<file path="config.mk">
export PLATFORM = sky130hd
export DESIGN_NAME = uart_rx_fifo
export DESIGN_NICKNAME = d
export VERILOG_FILES = /design/src/rtl/uart_rx_fifo.sv
export SDC_FILE = /design/constraint.sdc
export NUM_CORES = 1
export LEC_CHECK = 0
export CAP_MARGIN = 20
export CORE_UTILIZATION = 30
export DETAILED_ROUTE_END_ITERATION = 16
export GPL_ROUTABILITY_DRIVEN = 0
export GPL_TIMING_DRIVEN = 0
export PLACE_DENSITY_LB_ADDON = 0.1
export SLEW_MARGIN = 20
export SYNTH_ARGS = -nofsm -noshare
export SYNTH_HDL_FRONTEND = slang
export SYNTH_SLANG_ARGS = --single-unit
export TNS_END_PERCENT = 100
</file>
<file path="constraint.sdc">
create_clock -name testClock -period 2.8 [get_ports testClock]
set_input_delay 0.84 -clock testClock [delete_from_list [all_inputs] [get_ports testClock]]
set_output_delay 0.84 -clock testClock [all_outputs]
set_load 0.1 [all_outputs]
</file>
<file path="src/rtl/uart_rx_fifo.sv">
// Generic circular FIFO: zero-latency head (first-word fall-through); a push
// into a full FIFO is accepted only when a pop frees the slot in the same cycle.
module fifo #(
    parameter int WIDTH = 8,
    parameter int LOG2  = 4
) (
    input  logic             testClock,
    input  logic             Reset,
    input  logic             push,
    input  logic [WIDTH-1:0] din,
    input  logic             pop,
    output logic [WIDTH-1:0] dout,
    output logic [LOG2:0]    count,
    output logic             empty,
    output logic             full
);
    localparam int DEPTH = 1 << LOG2;

    logic [WIDTH-1:0] mem [DEPTH];
    logic [LOG2-1:0]  wrptr;
    logic [LOG2-1:0]  rdptr;
    logic             wr_en;
    logic             rd_en;

    assign empty = (count == '0);
    assign full  = (count == (LOG2+1)'(DEPTH));
    assign rd_en = pop && !empty;
    assign wr_en = push && (!full || rd_en);
    assign dout  = mem[rdptr];

    always_ff @(posedge testClock) begin
        if (Reset) begin
            wrptr <= '0;
            rdptr <= '0;
            count <= '0;
        end else begin
            if (wr_en)
                wrptr <= wrptr + 1'b1;
            if (rd_en)
                rdptr <= rdptr + 1'b1;
            count <= count + (LOG2+1)'(wr_en) - (LOG2+1)'(rd_en);
        end
    end

    always_ff @(posedge testClock) begin
        if (wr_en)
            mem[wrptr] <= din;
    end
endmodule

// uart_rx_fifo: 8N1 receiver into a FIFO polled by the CPU; UART_RX_PARITY_EN selects 8E1 + parityErr.
// Byte visible 9.5*BIT_CYCLES+3 cycles after the start edge; a full FIFO drops the byte and sets overrun.
module uart_rx_fifo #(
    parameter int BIT_CYCLES = 347,
    parameter int FIFO_LOG2  = 4
) (
    input  logic                 testClock,
    input  logic                 Reset,
    input  logic                 RxD,
    input  logic                 readRX,
    output logic                 charReady,
    output logic [7:0]           RXchar,
    output logic                 overrun,
    output logic                 frameErr,
`ifdef UART_RX_PARITY_EN
    output logic                 parityErr,
`endif
    output logic [FIFO_LOG2:0]   rxCount
);
    localparam int CW = $clog2(BIT_CYCLES);
    localparam logic [CW-1:0] BIT_RELOAD  = CW'(BIT_CYCLES - 1);
    localparam logic [CW-1:0] HALF_RELOAD = CW'(BIT_CYCLES / 2);

    typedef enum logic [2:0] {
        IDLE,
        START,
        DATA,
`ifdef UART_RX_PARITY_EN
        PARITY,
`endif
        STOP,
        BREAK
    } state_t;

    state_t          state;
    logic            rx_meta;
    logic            rxs;
    logic [CW-1:0]   cnt;
    logic [2:0]      bitidx;
    logic [7:0]      shift;
    logic            push;
    logic            cnt_zero;
    logic [7:0]      fifo_dout;
    logic            fifo_empty;
    logic            fifo_full;
    logic [7:0]      hold;
`ifdef UART_RX_PARITY_EN
    logic            perr;
`endif

    always_ff @(posedge testClock) begin
        if (Reset) begin
            rx_meta <= 1'b1;
            rxs     <= 1'b1;
        end else begin
            rx_meta <= RxD;
            rxs     <= rx_meta;
        end
    end

    assign cnt_zero = (cnt == '0);

    // The stop sample itself pushes, so a following start edge is never missed.
`ifdef UART_RX_PARITY_EN
    assign push = (state == STOP) && cnt_zero && rxs && !perr;
`else
    assign push = (state == STOP) && cnt_zero && rxs;
`endif

    always_ff @(posedge testClock) begin
        if (Reset) begin
            state    <= IDLE;
            cnt      <= '0;
            bitidx   <= '0;
            shift    <= '0;
            frameErr <= 1'b0;
`ifdef UART_RX_PARITY_EN
            perr      <= 1'b0;
            parityErr <= 1'b0;
`endif
        end else begin
            case (state)
                // IDLE is only entered with rxs high, so a low rxs here is the start edge.
                IDLE: begin
                    if (!rxs) begin
                        cnt   <= HALF_RELOAD;
                        state <= START;
                    end
                end
                START: begin
                    if (!cnt_zero) begin
                        cnt <= cnt - 1'b1;
                    end else if (rxs) begin
                        state <= IDLE;
                    end else begin
                        cnt    <= BIT_RELOAD;
                        bitidx <= '0;
`ifdef UART_RX_PARITY_EN
                        perr   <= 1'b0;
`endif
                        state  <= DATA;
                    end
                end
                DATA: begin
                    if (!cnt_zero) begin
                        cnt <= cnt - 1'b1;
                    end else begin
                        shift[bitidx] <= rxs;
                        cnt           <= BIT_RELOAD;
                        if (bitidx == 3'd7) begin
`ifdef UART_RX_PARITY_EN
                            state <= PARITY;
`else
                            state <= STOP;
`endif
                        end else begin
                            bitidx <= bitidx + 3'd1;
                        end
                    end
                end
`ifdef UART_RX_PARITY_EN
                PARITY: begin
                    if (!cnt_zero) begin
                        cnt <= cnt - 1'b1;
                    end else begin
                        perr <= (^shift) ^ rxs;
                        if ((^shift) ^ rxs)
                            parityErr <= 1'b1;
                        cnt   <= BIT_RELOAD;
                        state <= STOP;
                    end
                end
`endif
                STOP: begin
                    if (!cnt_zero) begin
                        cnt <= cnt - 1'b1;
                    end else if (rxs) begin
                        state <= IDLE;
                    end else begin
                        frameErr <= 1'b1;
                        state    <= BREAK;
                    end
                end
                BREAK: begin
                    if (rxs)
                        state <= IDLE;
                end
                default: state <= IDLE;
            endcase
        end
    end

    fifo #(
        .WIDTH (8),
        .LOG2  (FIFO_LOG2)
    ) u_fifo (
        .testClock (testClock),
        .Reset     (Reset),
        .push      (push),
        .din       (shift),
        .pop       (readRX),
        .dout      (fifo_dout),
        .count     (rxCount),
        .empty     (fifo_empty),
        .full      (fifo_full)
    );

    // A same-cycle pop on a full FIFO makes room, so only an unmatched push overruns.
    always_ff @(posedge testClock) begin
        if (Reset)
            overrun <= 1'b0;
        else if (push && fifo_full && !readRX)
            overrun <= 1'b1;
    end

    always_ff @(posedge testClock) begin
        if (Reset)
            hold <= '0;
        else if (charReady)
            hold <= fifo_dout;
    end

    assign charReady = !fifo_empty;
    assign RXchar    = charReady ? fifo_dout : hold;
endmodule

</file>
# Word level (Yosys, flattened, before mapping)

Memory sizes are Yosys's and may differ from the RTL's. A register that Yosys moved wholly into a read port is not among the register bits.
Index checks and enable logic that the tools add are counted.

Logic and storage cells: 87
Flip-flop bits (word level): 48
Input port bits: 4
Memories: 1
RAM bits: 128
Output and inout port bits: 16

Memory list:

| memory     | words | bits a word | rd ports | clocked after Yosys merged registers in | wr ports | RTL line | RTL |
|---|---|---|---|---|---|---|---|
| u_fifo.mem | 16    | 8           | 1        | 1                                       | 1        | 19       | `logic [WIDTH-1:0] mem [DEPTH];` |

Reductions and logical operators: 21
Bitwise gates (word level): 1
Muxes and demuxes: 28
$add $sub $neg: 6
Eq/ne operators: 16
Magnitude comparators: 2

Operator list:

| kind                                                                  | count |
|---|---|
| 9-bit 2-to-1 mux                                                      | 5 |
| 9-bit one-hot mux with 4 select lines                                 | 1 |
| 3-bit 2-to-1 mux                                                      | 11 |
| 2-bit inequality test (second input constant)                         | 9 |
| 3-bit one-hot mux with 5 select lines                                 | 1 |
| 9-bit logical NOT                                                     | 1 |
| 9-bit by 1-bit subtractor with 9-bit output (second input constant)   | 1 |
| 4-bit by 1-bit adder with 4-bit output (second input constant)        | 2 |
| 8-bit bitwise mux                                                     | 1 |
| 4-bit 2-to-1 mux                                                      | 2 |
| 8-bit 2-to-1 mux                                                      | 1 |
| 1-bit logical AND                                                     | 7 |
| 3-bit by 2-bit == test with 1-bit output (second input constant)      | 2 |
| 3-bit == test (second input constant)                                 | 2 |
| 3-bit one-hot mux with 2 select lines                                 | 1 |
| 6-bit AND reduction                                                   | 1 |
| 5-bit by 1-bit adder with 5-bit output                                | 1 |
| 5-bit == test (second input constant)                                 | 1 |
| 5-bit logical NOT                                                     | 1 |
| 5-bit AND reduction                                                   | 1 |
| 5-bit by 1-bit subtractor with 5-bit output                           | 1 |
| 3-bit by 4-bit < comparator with 1-bit output (second input constant) | 1 |
| 4-bit AND reduction                                                   | 1 |
| 4-bit nonzero test                                                    | 1 |
| other kinds (14)                                                      | 18 |

# Longest topological paths before layout

Gate-level depths: netlist of the first run.

Depth after elaboration: 7
Depth in mapped cells: 14
Depth with buffers taken out: 14

# Modules after synthesis

A second synthesis of the first run with hierarchy kept.

Cells, all modules: 498
Area, all modules: 7596.0 sq um

By module, submodules not included:

| module       | instances | area each (sq um) | seq. area each (sq um) | cells an instance |
|---|---|---|---|---|
| fifo         | 1         | 5820.6            | 4184.0                 | 309 |
| uart_rx_fifo | 1         | 1775.5            | 700.7                  | 189 |

# Least setup slack after synthesis of the first run

OpenSTA, ideal clock, no wires.

Kind: register to output
From: register u_fifo.count[2]
To: output port RXchar[6]
Buffers on the path: 1
Arrival time: 5.055 ns
Stages on the path, launching flop included: 8
Path slack: -3.095 ns
Cells stage by stage: dfxtp_1 -> inv_1 -> ha_1 -> nor4b_4 -> clkinv_1 -> clkbuf_1 -> nor2_1 -> a211oi_1

Cells in the longest elaborated chain, start to end: 2

Ends and longest elaborated chain:

| element                | RTL line | RTL |
|---|---|---|
| from (decl)            | 13       | `output logic [LOG2:0] count,` |
| from (signal assigned) | 41       | `count <= count + (LOG2+1)'(wr_en) - (LOG2+1)'(rd_en);` |
| 5-bit logical NOT      | 25       | `assign empty = (count == '0);` |
| 8-bit 2-to-1 mux       | --       |  |
| to (decl)              | 62       | `output logic [7:0] RXchar,` |

Every way passes these cells.

==> results.md, run 1 <==
* RSZ-0062 raised after global routing: true
* Number of max-slew violations in the final report at 0
* Die width at roughly 160 µm
* Post-CTS Hold Fix Bufs at 0
* Synthesized area at 0.00778 mm²
* Status: finished with violations
* Failing checks: setup timing
* Clk pin slew, worst setup/hold paths at 0.07 ns
* Primary flip-flop cell chosen by synthesis mapping: sky130_fd_sc_hd__edfxtp_1
* HPWL reported at the end of detailed placement at 13000 µm
* Global-route usage over all layers at 0.156
* Synthesized area per cell at 14.4 µm²
* Critical Path AT at between 2 and 2.5 ns
* #FFs+latches synth at 180
* Maximum net fanout on the critical path at 7
* Most common cell after layout, fill and taps aside: sky130_fd_sc_hd__edfxtp_1
* DIE HEIGHT at roughly 160 µm
* Htree depth at 4
* Hold Path Cell Cnt at 1
* Largest family of logic cells by synthesized area: simple AND/OR/NAND/NOR gates
* Worst slew margin relative to its limit at 0.348
* Clk sink count at 180
* Number of fillers in the final layout at ~2400
* FF-to-FF setup slack at -0.14 ns
* Number of I/O pins at 20
* Count of inserted antenna diode cells at 0
* Upper clock frequency limit at a little over 0.3 GHz
* TritonCTS Buffers at 17
* Source of the worst register-to-register timing path: u_fifo.count[2]
* Post-layout util at 0.389
* Data required time at the worst endpoint at approximately 2.0 ns
* Area added between synthesis and finish at 26.7%
* Internal power contribution at about 5900 µW
* Total setup violations reported at the end of the flow at 9
* Critical Path Sink Type: output pin
* Startpoint-to-endpoint class of the critical path: flop to output pin
* Via count at between 4000 and 5000
* Synth Area in XOR/XNOR at 0.00675
* Die area at roughly 0.027 mm²
* Largest net degree at the start of global routing at 18
* Share of cell area taken by muxes after synthesis at 0.106
* DRC violation total after the first TritonRoute iteration at 239
* Synth cell types at 67
* Startpoint Class: flop
* Root buffer cell: sky130_fd_sc_hd__clkbuf_16
* Post-layout minimum cycle time at about 3.2 ns
* Syn Nets at about 560
* Total global routing overflow at 0
* Port buffer count at 18
* Final setup slack of the worst path at -0.423 ns
* Slew of the pin with the lowest slew margin at ~0.97 ns
* Sequential fraction of the synthesis area at 0.628
* Number of global-route vias before repair at 4987
* Basic-gate share of the synthesized area counting and, or, nand and nor cells at 0.117
* Number of cell rows at 58
* Leakage at approximately 0.0035 µW
* YS warnings at 0
* Areal power density over the cells at around 940 mW/mm²
* Total Wirelength at slightly below 20000 µm
* Wire length of the first global-routing pass at ~30000 µm
* Worst min-delay path startpoint: rx_meta
* Reg-to-Reg End: u_fifo.count[4]
* Period utilisation layout at 1.15
* Worst min-delay path endpoint: rxs
* Commonest cells after routing, fill and taps aside: sky130_fd_sc_hd__edfxtp_1, sky130_fd_sc_hd__dfxtp_1, sky130_fd_sc_hd__buf_4
* Final-report hold violation count at 0
* Synth Instances at approximately 540
* Fraction of power consumed by combinational cells at 0.404
* Worst hold slack at between 0.4 and 0.5 ns
* EDFF count, synth at approximately 130
* Fraction of registers with async set or reset after synthesis at 0
* Path depth of the worst reg2reg path at 16
* Highest ir drop seen on vdd at 1.19 mV
* DRC viols at 0
* Clock power frac at 0.269
* Detail-routed via count per cell at roughly 5
* Synth Area in Compound Gates at 0.0864
* Net load switching power at 3370 µW
* Initial antenna violation count at 1
* Share of final-layout standard cells stronger than drive strength 1 at 0.311
* TritonRoute pass-1 iters at 5
* Setup tns final at -2.83 ns
* CTS tree: built
* Number of nets in the layout at between 600 and 700
* Std-Cell Core Area at around 0.025 mm²
* Min-delay worst type: flop to flop
* Starting density of the core at 0.307
* Max-Cap Viols at 0
* Proportion of total power due to net switching at 0.362
* Register share of total power at 0.327
* Latest clock arrival within the worst-skew pair at approximately 0.42 ns
* Clock skew at 0.0177 ns
* Average routed wire per standard cell at a little over 20 µm
* Adder and majority gate portion of the synthesized area at 0.0251
* CTS Buffer Depth at 2
* Number of nets with antenna violations after routing at 0
-- worst max-delay path by stage --
stage | to | cells past startpoint | start
floorplan | RXchar[0] | 7 | u_fifo.count[2]
finish | RXchar[5] | 7 | flop
detailed placement | RXchar[6] | 6 | flop
CTS | RXchar[5] | 7 | flop
global placement | u_fifo.mem[2][3] | 5 | readRX
global route | RXchar[5] | 7 | flop
-- power by group through the flow --
stage	registers, µW	clock network [µW]	logic, µW
after floorplan	3300	0	1920
after global placement	3100	0	2770
after detailed placement	3100	0	2790
after CTS	3050	2580	3440
after global routing	3070	2670	3980
final	3040	2510	3760
-- flip-flops by register name, indices dropped and copies added (netlist names), named ones only --
signal	count
rx_meta	1
overrun	1
hold	8
u_fifo.rdptr	4
rxs	1
u_fifo.count	5
state	3
bitidx	3
u_fifo.wrptr	4
frameErr	1
cnt	9
u_fifo.mem	128
shift	8
-- kinds of logic after synthesis --
logic type,after synthesis
simple gates,140
flops,180
compound gates,100
buf+inv,47
mux,54
fa+ha+maj,15
xor+xnor,6
-- worst max-delay path, stage by stage, from the launching register on --
cell and delay, ns:
sky130_fd_sc_hd__dfxtp_2 0.33, sky130_fd_sc_hd__buf_8 0.14, sky130_fd_sc_hd__buf_12 0.13, sky130_fd_sc_hd__mux4_2 0.50, sky130_fd_sc_hd__mux2_4 0.31, sky130_fd_sc_hd__a32oi_4 0.24
sky130_fd_sc_hd__nand2_2 0.12, sky130_fd_sc_hd__buf_12 0.18
-- synthesized netlist by cell type (all sizes together), types with 16 or more instances --
library cell | count | area (µm²)
edfxtp | 128 | 3840
a211oi | 19 | 143
buf | 19 | 133
nand3 | 16 | 80.1
nand2 | 27 | 101
a21oi | 16 | 80.1
o21ai | 23 | 115
nor2 | 25 | 93.8
mux2i | 28 | 280
dfxtp | 52 | 1040
mux4 | 22 | 495
-- metrics by stage --
step	area, µm²	worst slack (ns)	std cells	total power (µW)
global route	9850	-0.512	954	9720
global placement	8490	-1.46	890	5870
finish	9850	-0.423	954	9310
detailed placement	8500	-1.30	890	5890
floorplan	7900	-0.373	542	5220
CTS	9640	-0.501	945	9060
-- what timing repair did --
item,in CTS,in global routing
pin swaps,14,16
gates resized for setup,152,30
gates cloned,1,0
endpoints found under the setup margin,88,134
buffers inserted,23,9
-- layer usage --
metal  global-route usage  vias up  part of all wire
li1                     -     2242                 -
met1                0.205     2434              0.46
met2                0.263       74              0.49
met3               0.0244        8             0.033
met4               0.0518        0            0.0077
met5                    0        -                 0
-- final cells by class --
| type | instances | area [µm²] | area share |
|---|---|---|---|
| clock inverter | 12 | 180 | 0.0183 |
| clock buffer | 20 | 437 | 0.0443 |
| tap | 330 | 413 | 0.0419 |
| inverter | 15 | 68.8 | 0.00698 |
| multi-input combinational | 315 | 2990 | 0.304 |
| timing repair buffer | 51 | 592 | 0.0601 |
| buffer | 31 | 273 | 0.0277 |
| sequential | 180 | 4900 | 0.497 |
No activity file was read; power rests on OpenSTA's default activity.
==> run 2: changes to the inputs <==
--- a/config.mk
+++ b/config.mk
@@ -6,7 +6,7 @@
 export NUM_CORES = 1
 export LEC_CHECK = 0
 export CAP_MARGIN = 20
-export CORE_UTILIZATION = 30
+export CORE_UTILIZATION = 55
 export DETAILED_ROUTE_END_ITERATION = 16
 export GPL_ROUTABILITY_DRIVEN = 0
 export GPL_TIMING_DRIVEN = 0
==> results.md, run 2 (synthesized netlist as in run 1, its figures left out) <==
* Registers with the highest flip-flop counts: u_fifo.mem (128), cnt (9)
* Count of inserted antenna diode cells at 0 (unchanged)
* Total global routing overflow at 0 (unchanged)
* Wire length of the first global-routing pass at 26300 µm (-13%)
* Post-CTS Hold Fix Bufs at 0 (unchanged)
* Final-report hold violation count at 0 (unchanged)
* Port buffer count at 18 (unchanged)
* Peak per-stage delay on the critical path at 0.35 ns (-0.15 ns)
* Number of max-slew violations in the final report at 0 (unchanged)
* Commonest cells after routing, fill and taps aside: sky130_fd_sc_hd__edfxtp_1, sky130_fd_sc_hd__dfxtp_1, sky130_fd_sc_hd__mux2i_1
* Highest ir drop seen on vdd at 1.20 mV (+0.34%)
* Failing checks: setup timing
* Most common cell after layout, fill and taps aside: sky130_fd_sc_hd__edfxtp_1
* Critical Path AT at 2.34 ns (-0.04 ns)
* # placed instances at 741 (-17%)
* Maximum net fanout on the critical path at 4 (-3)
* Upper clock frequency limit at 0.315 GHz (+1.5%)
* DIE HEIGHT at 121 µm (-26%)
* Period utilisation layout at 1.13 (-0.0170)
* Total setup violations reported at the end of the flow at 9 (unchanged)
* Number of cell rows at 43 (-26%)
* Starting density of the core at 0.563 (+0.255)
* Max reg flops at 128 (unchanged)
* Worst hold slack at 0.412 ns (-0.00127 ns)
* Average routed wire per standard cell at 20.9 µm (+3.4%)
* Startpoint-to-endpoint class of the critical path: flop to output pin
* Number of I/O pins at 20 (unchanged)
* Initial antenna violation count at 0 (-1)
* Die width at 121 µm (-26%)
* Fraction of power consumed by combinational cells at 0.409 (+0.005)
* Max-Cap Viols at 0 (unchanged)
* Finished Cell Area at 0.00940 mm² (-4.7%)
* Leakage at 0.00343 µW (-2.6%)
* Clk sink count at 180 (unchanged)
* Internal power contribution at 5580 µW (-5.9%)
* Post-layout minimum cycle time at 3.18 ns (-0.0475 ns)
* Net load switching power at 3230 µW (-4.2%)
* Share of final-layout standard cells stronger than drive strength 1 at 0.275 (-0.0357)
* Data required time at the worst endpoint at 1.96 ns (about the same)
* Htree depth at 4 (unchanged)
* Status: finished with violations
* Worst slew margin relative to its limit at 0.352 (+0.00364)
* Detail-routed via count per cell at 5.93 (+19%)
* Areal power density over the cells at 938 mW/mm² (-0.69%)
* Std-Cell Core Area at 0.0138 mm² (-45%)
* FF-to-FF setup slack at -0.23 ns (-0.09 ns)
* Critical Path Sink Type: output pin
* Min-delay worst type: flop to flop
* Top cell family by delay on the critical path: buffers and inverters
* Latest clock arrival within the worst-skew pair at 0.42 ns (about the same)
* Root buffer cell: sky130_fd_sc_hd__clkbuf_16
* Count of buffering cells on the critical path with inverters included at 4 (+1)
* Clock power frac at 0.245 (-0.024)
* Setup tns final at -2.86 ns (-0.0286 ns)
* DRC violation total after the first TritonRoute iteration at 332 (+39%)
* Global-route usage over all layers at 0.247 (+0.0902)
* Slew of the pin with the lowest slew margin at 0.969 ns (-0.00545 ns)
* TritonRoute pass-1 iters at 6 (+1)
* TritonCTS Buffers at 17 (unchanged)
* Startpoint Class: flop
* Die area at 0.0146 mm² (-45%)
* Clk pin slew, worst setup/hold paths at 0.06 ns (about the same)
* Largest net degree at the start of global routing at 18 (unchanged)
* Register share of total power at 0.347 (+0.020)
* HPWL reported at the end of detailed placement at 11000 µm (-16%)
* Area added between synthesis and finish at 20.8%
* Total Wirelength at 16600 µm (-14%)
* Clock skew at 0.00900 ns (-0.00873 ns)
* Final setup slack of the worst path at -0.375 ns (+0.0475 ns)
* RSZ-0062 raised after global routing: true
* Number of global-route vias before repair at 4706 (-5.6%)
* CTS tree: built
* Via count at 4708 (-1.1%)
* Ordered list of cells on the worst path: inv_4 -> ha_4 -> nor4b_4 -> clkinv_2 -> and2_4 -> buf_4 -> a32oi_4 -> nand2_2 -> buf_12
* Number of nets with antenna violations after routing at 0 (unchanged)
* DRC viols at 0 (unchanged)
* Fin cells at 794 (-17%)
* Place WS at -1.26 ns (+0.0433 ns)
* Most flops, register: u_fifo.mem
* Proportion of total power due to net switching at 0.367 (+0.00421)
* Crit-path slowest cell: sky130_fd_sc_hd__dfxtp_4
* Number of nets in the layout at 620 (-1.6%)
* CTS Buffer Depth at 2 (unchanged)
* Standard cell area after detailed placement at 0.00831 mm² (-2.3%)
==> run 2: path summary, 6_finish.rpt <==
| path | from | end | cells after the start |
|---|---|---|---|
| worst max-delay path | u_fifo.count[2] | RXchar[4] | 9 |
| worst min-delay path | rx_meta | rxs | 1 |
| worst max register to register | u_fifo.count[2] | u_fifo.count[4] | 17 |
| worst min register to register | rx_meta | rxs | 1 |
==> run 2: power groups by stage <==
stage	sequential, µW	combinational (µW)	clock [µW]
final	3050	3600	2160
after global routing	3060	3790	2290
after CTS	3050	3330	2180
after detailed placement	3100	2720	0
after global placement	3090	2700	0
after floorplan	3300	1920	0
==> run 2: per-layer routing <==
layer	GRT usage	routed length, µm	up-vias
li1	-	-	2225
met1	0.334	7450	2353
met2	0.400	8300	118
met3	0.0602	686	12
met4	0.0640	193	0
met5	0	0	-
==> run 2: through the flow <==
step / total power, µW / utilization
after floorplan: 5220 / -
after global placement: 5800 / 0.600
after detailed placement: 5820 / 0.601
after CTS: 8560 / 0.669
after global routing: 9140 / 0.679
final: 8820 / 0.679
==> run 2: final cells by class <==
cell class	count	area, µm²
multi-input cells	315	2970
well taps	180	225
repair buffers	41	458
inverters	15	62.6
clock buffers	25	465
fillers	932	4430
plain buffers	31	255
clock inverters	7	60.1
flip-flops and latches	180	4900
==> run 2: repair_timing <==
item                                    4_1_cts  5_1_grt
endpoints found under the setup margin       17       93
resized for setup                           140       22
pin swaps                                    16       15
buffers inserted                             16        6
==> run 3: changes to the inputs <==
==> constraint.sdc (replaced) <==
create_clock -name testClock -period 4.03 [get_ports testClock]
set_input_delay 1.209 -clock testClock [delete_from_list [all_inputs] [get_ports testClock]]
set_output_delay 1.209 -clock testClock [all_outputs]
set_load 0.1 [all_outputs]
==> results.md, run 3 (synthesized netlist as in run 1, its figures left out) <==
* Number of nets in the layout at 602 (-2.9%)
* Clk sink count at 180 (unchanged)
* Post-layout minimum cycle time at 3.90 ns
* Areal power density over the cells at 630 mW/mm² (-33%)
* Commonest cells after routing, fill and taps aside: sky130_fd_sc_hd__edfxtp_1, sky130_fd_sc_hd__dfxtp_1, sky130_fd_sc_hd__mux2i_1
* Register share of total power at 0.377 (+0.030)
* CTS tree: built
* Period utilisation layout at 0.969
* Most common cell after layout, fill and taps aside: sky130_fd_sc_hd__edfxtp_1
* DIE HEIGHT at 121 µm (unchanged)
* Startpoint Class: flop
* Max-Cap Viols at 0 (unchanged)
* Number of nets with antenna violations after routing at 0 (unchanged)
* Upper clock frequency limit at 0.256 GHz
* Final setup slack of the worst path at 0.125 ns (+0.501 ns)
* TritonRoute pass-1 iters at 5 (-1)
* Internal power contribution at 3540 µW (-37%)
* Area added between synthesis and finish at 14.1%
* Routed length on met1 at 7230 µm (-2.9%)
* Htree depth at 4 (unchanged)
* Maximum net fanout on the critical path at 10 (+6)
* Proportion of total power due to net switching at 0.366 (-0.000534)
* Min-delay worst type: flop to flop
* Place WS at -0.726 ns (+0.534 ns)
* Via count at 4738 (+0.64%)
* HPWL reported at the end of detailed placement at 11100 µm (+1.1%)
* Die width at 121 µm (unchanged)
* Worst hold slack at 0.419 ns (+0.00671 ns)
* Slew of the pin with the lowest slew margin at 0.978 ns (+0.00893 ns)
* TritonCTS Buffers at 17 (unchanged)
* Latest clock arrival within the worst-skew pair at 0.43 ns (about the same)
* Final-report hold violation count at 0 (unchanged)
* Top routing layer in use: met4
* Total global routing overflow at 0 (unchanged)
* Worst slew margin relative to its limit at 0.346 (-0.00597)
* CTS Buffer Depth at 2 (unchanged)
* Combined flip-flop and latch cell area at 0.00489 mm² (-0.15%)
* Initial antenna violation count at 0 (unchanged)
* Number of max-slew violations in the final report at 0 (unchanged)
* Registers with the highest flip-flop counts: u_fifo.mem (128), cnt (9)
* Hold Path Cell Cnt at 1 (unchanged)
* Clock skew at 0.0126 ns (+0.00364 ns)
* DRC viols at 0 (unchanged)
* Number of fillers in the final layout at 1018 (+9.2%)
* Fraction of power consumed by combinational cells at 0.337 (-0.072)
* Startpoint-to-endpoint class of the critical path: flop to output pin
* Met2 Wirelength at 8190 µm (-1.3%)
* Leakage at 0.00326 µW (-5.1%)
* Share of final-layout standard cells stronger than drive strength 1 at 0.190 (-0.0856)
* Max reg flops at 128 (unchanged)
* Status: complete, no violations
* Port buffer count at 18 (unchanged)
* Number of cell rows at 43 (unchanged)
* Average routed wire per standard cell at 21.3 µm (+1.9%)
* Net load switching power at 2050 µW (-37%)
* Detail-routed via count per cell at 6.11 (+3.0%)
* Overall power at 5590 µW (-37%)
* Number of global-route vias before repair at 4697 (-0.19%)
* Multi-input gate area in the final layout at 0.00275 mm² (-7.3%)
* Count of inserted antenna diode cells at 0 (unchanged)
* Highest ir drop seen on vdd at 0.714 mV (-40%)
* RSZ-0062 raised after global routing: false
* Number of I/O pins at 20 (unchanged)
* Largest net degree at the start of global routing at 18 (unchanged)
* DRC violation total after the first TritonRoute iteration at 330 (-0.60%)
* Critical Path AT at 2.70 ns (+0.36 ns)
* Clock power frac at 0.285 (+0.040)
* Root buffer cell: sky130_fd_sc_hd__clkbuf_16
* Starting density of the core at 0.563 (unchanged)
* Data required time at the worst endpoint at 2.82 ns (+0.86 ns)
* Clk pin slew, worst setup/hold paths at 0.06 ns (about the same)
* Total Wirelength at 16600 µm (-0.41%)
* WL met3 at 824 µm (+20%)
* Total setup violations reported at the end of the flow at 0 (-9)
* Global-route usage over all layers at 0.244 (-0.00218)
* Most flops, register: u_fifo.mem
* Critical Path Sink Type: output pin
* Path depth of the worst reg2reg path at 15 (-2)
* Die area at 0.0146 mm² (unchanged)
* Wire length of the first global-routing pass at 25800 µm (-1.7%)
* Std-Cell Core Area at 0.0138 mm² (unchanged)
==> run 3: cell types whose count changed in the layout (fill, tap and decap cells not counted), sizes merged <==
cell,before,now
buf,52,30
clkbuf,36,42
clkdlybuf4s50,4,9
clkinv,7,4
dlygate4sd2,4,1
dlymetal6s2s,1,0
==> run 3: final timing paths <==
| path | slack, ns | endpoint | from |
|---|---|---|---|
| hold reg to reg | 0.42 | rxs | rx_meta |
| setup / recovery | 0.13 | RXchar[3] | flop |
| setup reg to reg | 1.00 | u_fifo.count[4] | u_fifo.count[2] |
| hold / removal | 0.42 | rxs | rx_meta |
==> run 3: per-layer routing <==
layer | global-route usage | up-vias
met5 | 0 | -
met4 | 0.0887 | 0
met3 | 0.0517 | 19
met2 | 0.398 | 153
met1 | 0.324 | 2372
li1 | - | 2194
==> run 3: critical path, cell delays in order (launching register included) <==
cell and delay, ns:
sky130_fd_sc_hd__dfxtp_1 0.32, sky130_fd_sc_hd__buf_4 0.20, sky130_fd_sc_hd__buf_2 0.29, sky130_fd_sc_hd__mux4_2 0.53, sky130_fd_sc_hd__a211oi_1 0.59, sky130_fd_sc_hd__a211oi_4 0.07
sky130_fd_sc_hd__buf_4 0.26
==> run 3: power by group through the flow <==
| stage | combinational [µW] | clock (µW) | sequential [µW] |
|---|---|---|---|
| final | 1890 | 1600 | 2110 |
| after global routing | 1990 | 1690 | 2120 |
| after CTS | 1880 | 1610 | 2110 |
| after detailed placement | 1870 | 0 | 2150 |
| after global placement | 1850 | 0 | 2140 |
| after floorplan | 1310 | 0 | 2290 |
==> run 3: final cells by class <==
| type | count | share of cell area |
|---|---|---|
| multi-input cells | 315 | 0.310 |
| clock inverters | 4 | 0.00507 |
| well taps | 180 | 0.0254 |
| clock buffers | 28 | 0.0595 |
| flip-flops and latches | 180 | 0.551 |
| plain buffers | 32 | 0.0214 |
| repair buffers | 22 | 0.0210 |
| inverters | 15 | 0.00648 |
==> run 3: timing repair <==
item,CTS,global route
hold endpoints to repair,0,0
hold buffers,0,0
setup buffers,2,1
gates resized for setup,52,3
endpoints found under the setup margin,9,3
cloned,0,0
==> run 3: stage by stage <==
stage	std cells	util	TNS (ns)	instance area (µm²)
5_1_grt	776	0.642	0	8880
2_1_floorplan	542	-	0	7860
4_1_cts	775	0.640	0	8850
6_report	776	0.642	0	8880
3_3_place_gp	740	0.598	-6.01	8270
3_5_place_dp	741	0.599	-4.51	8280
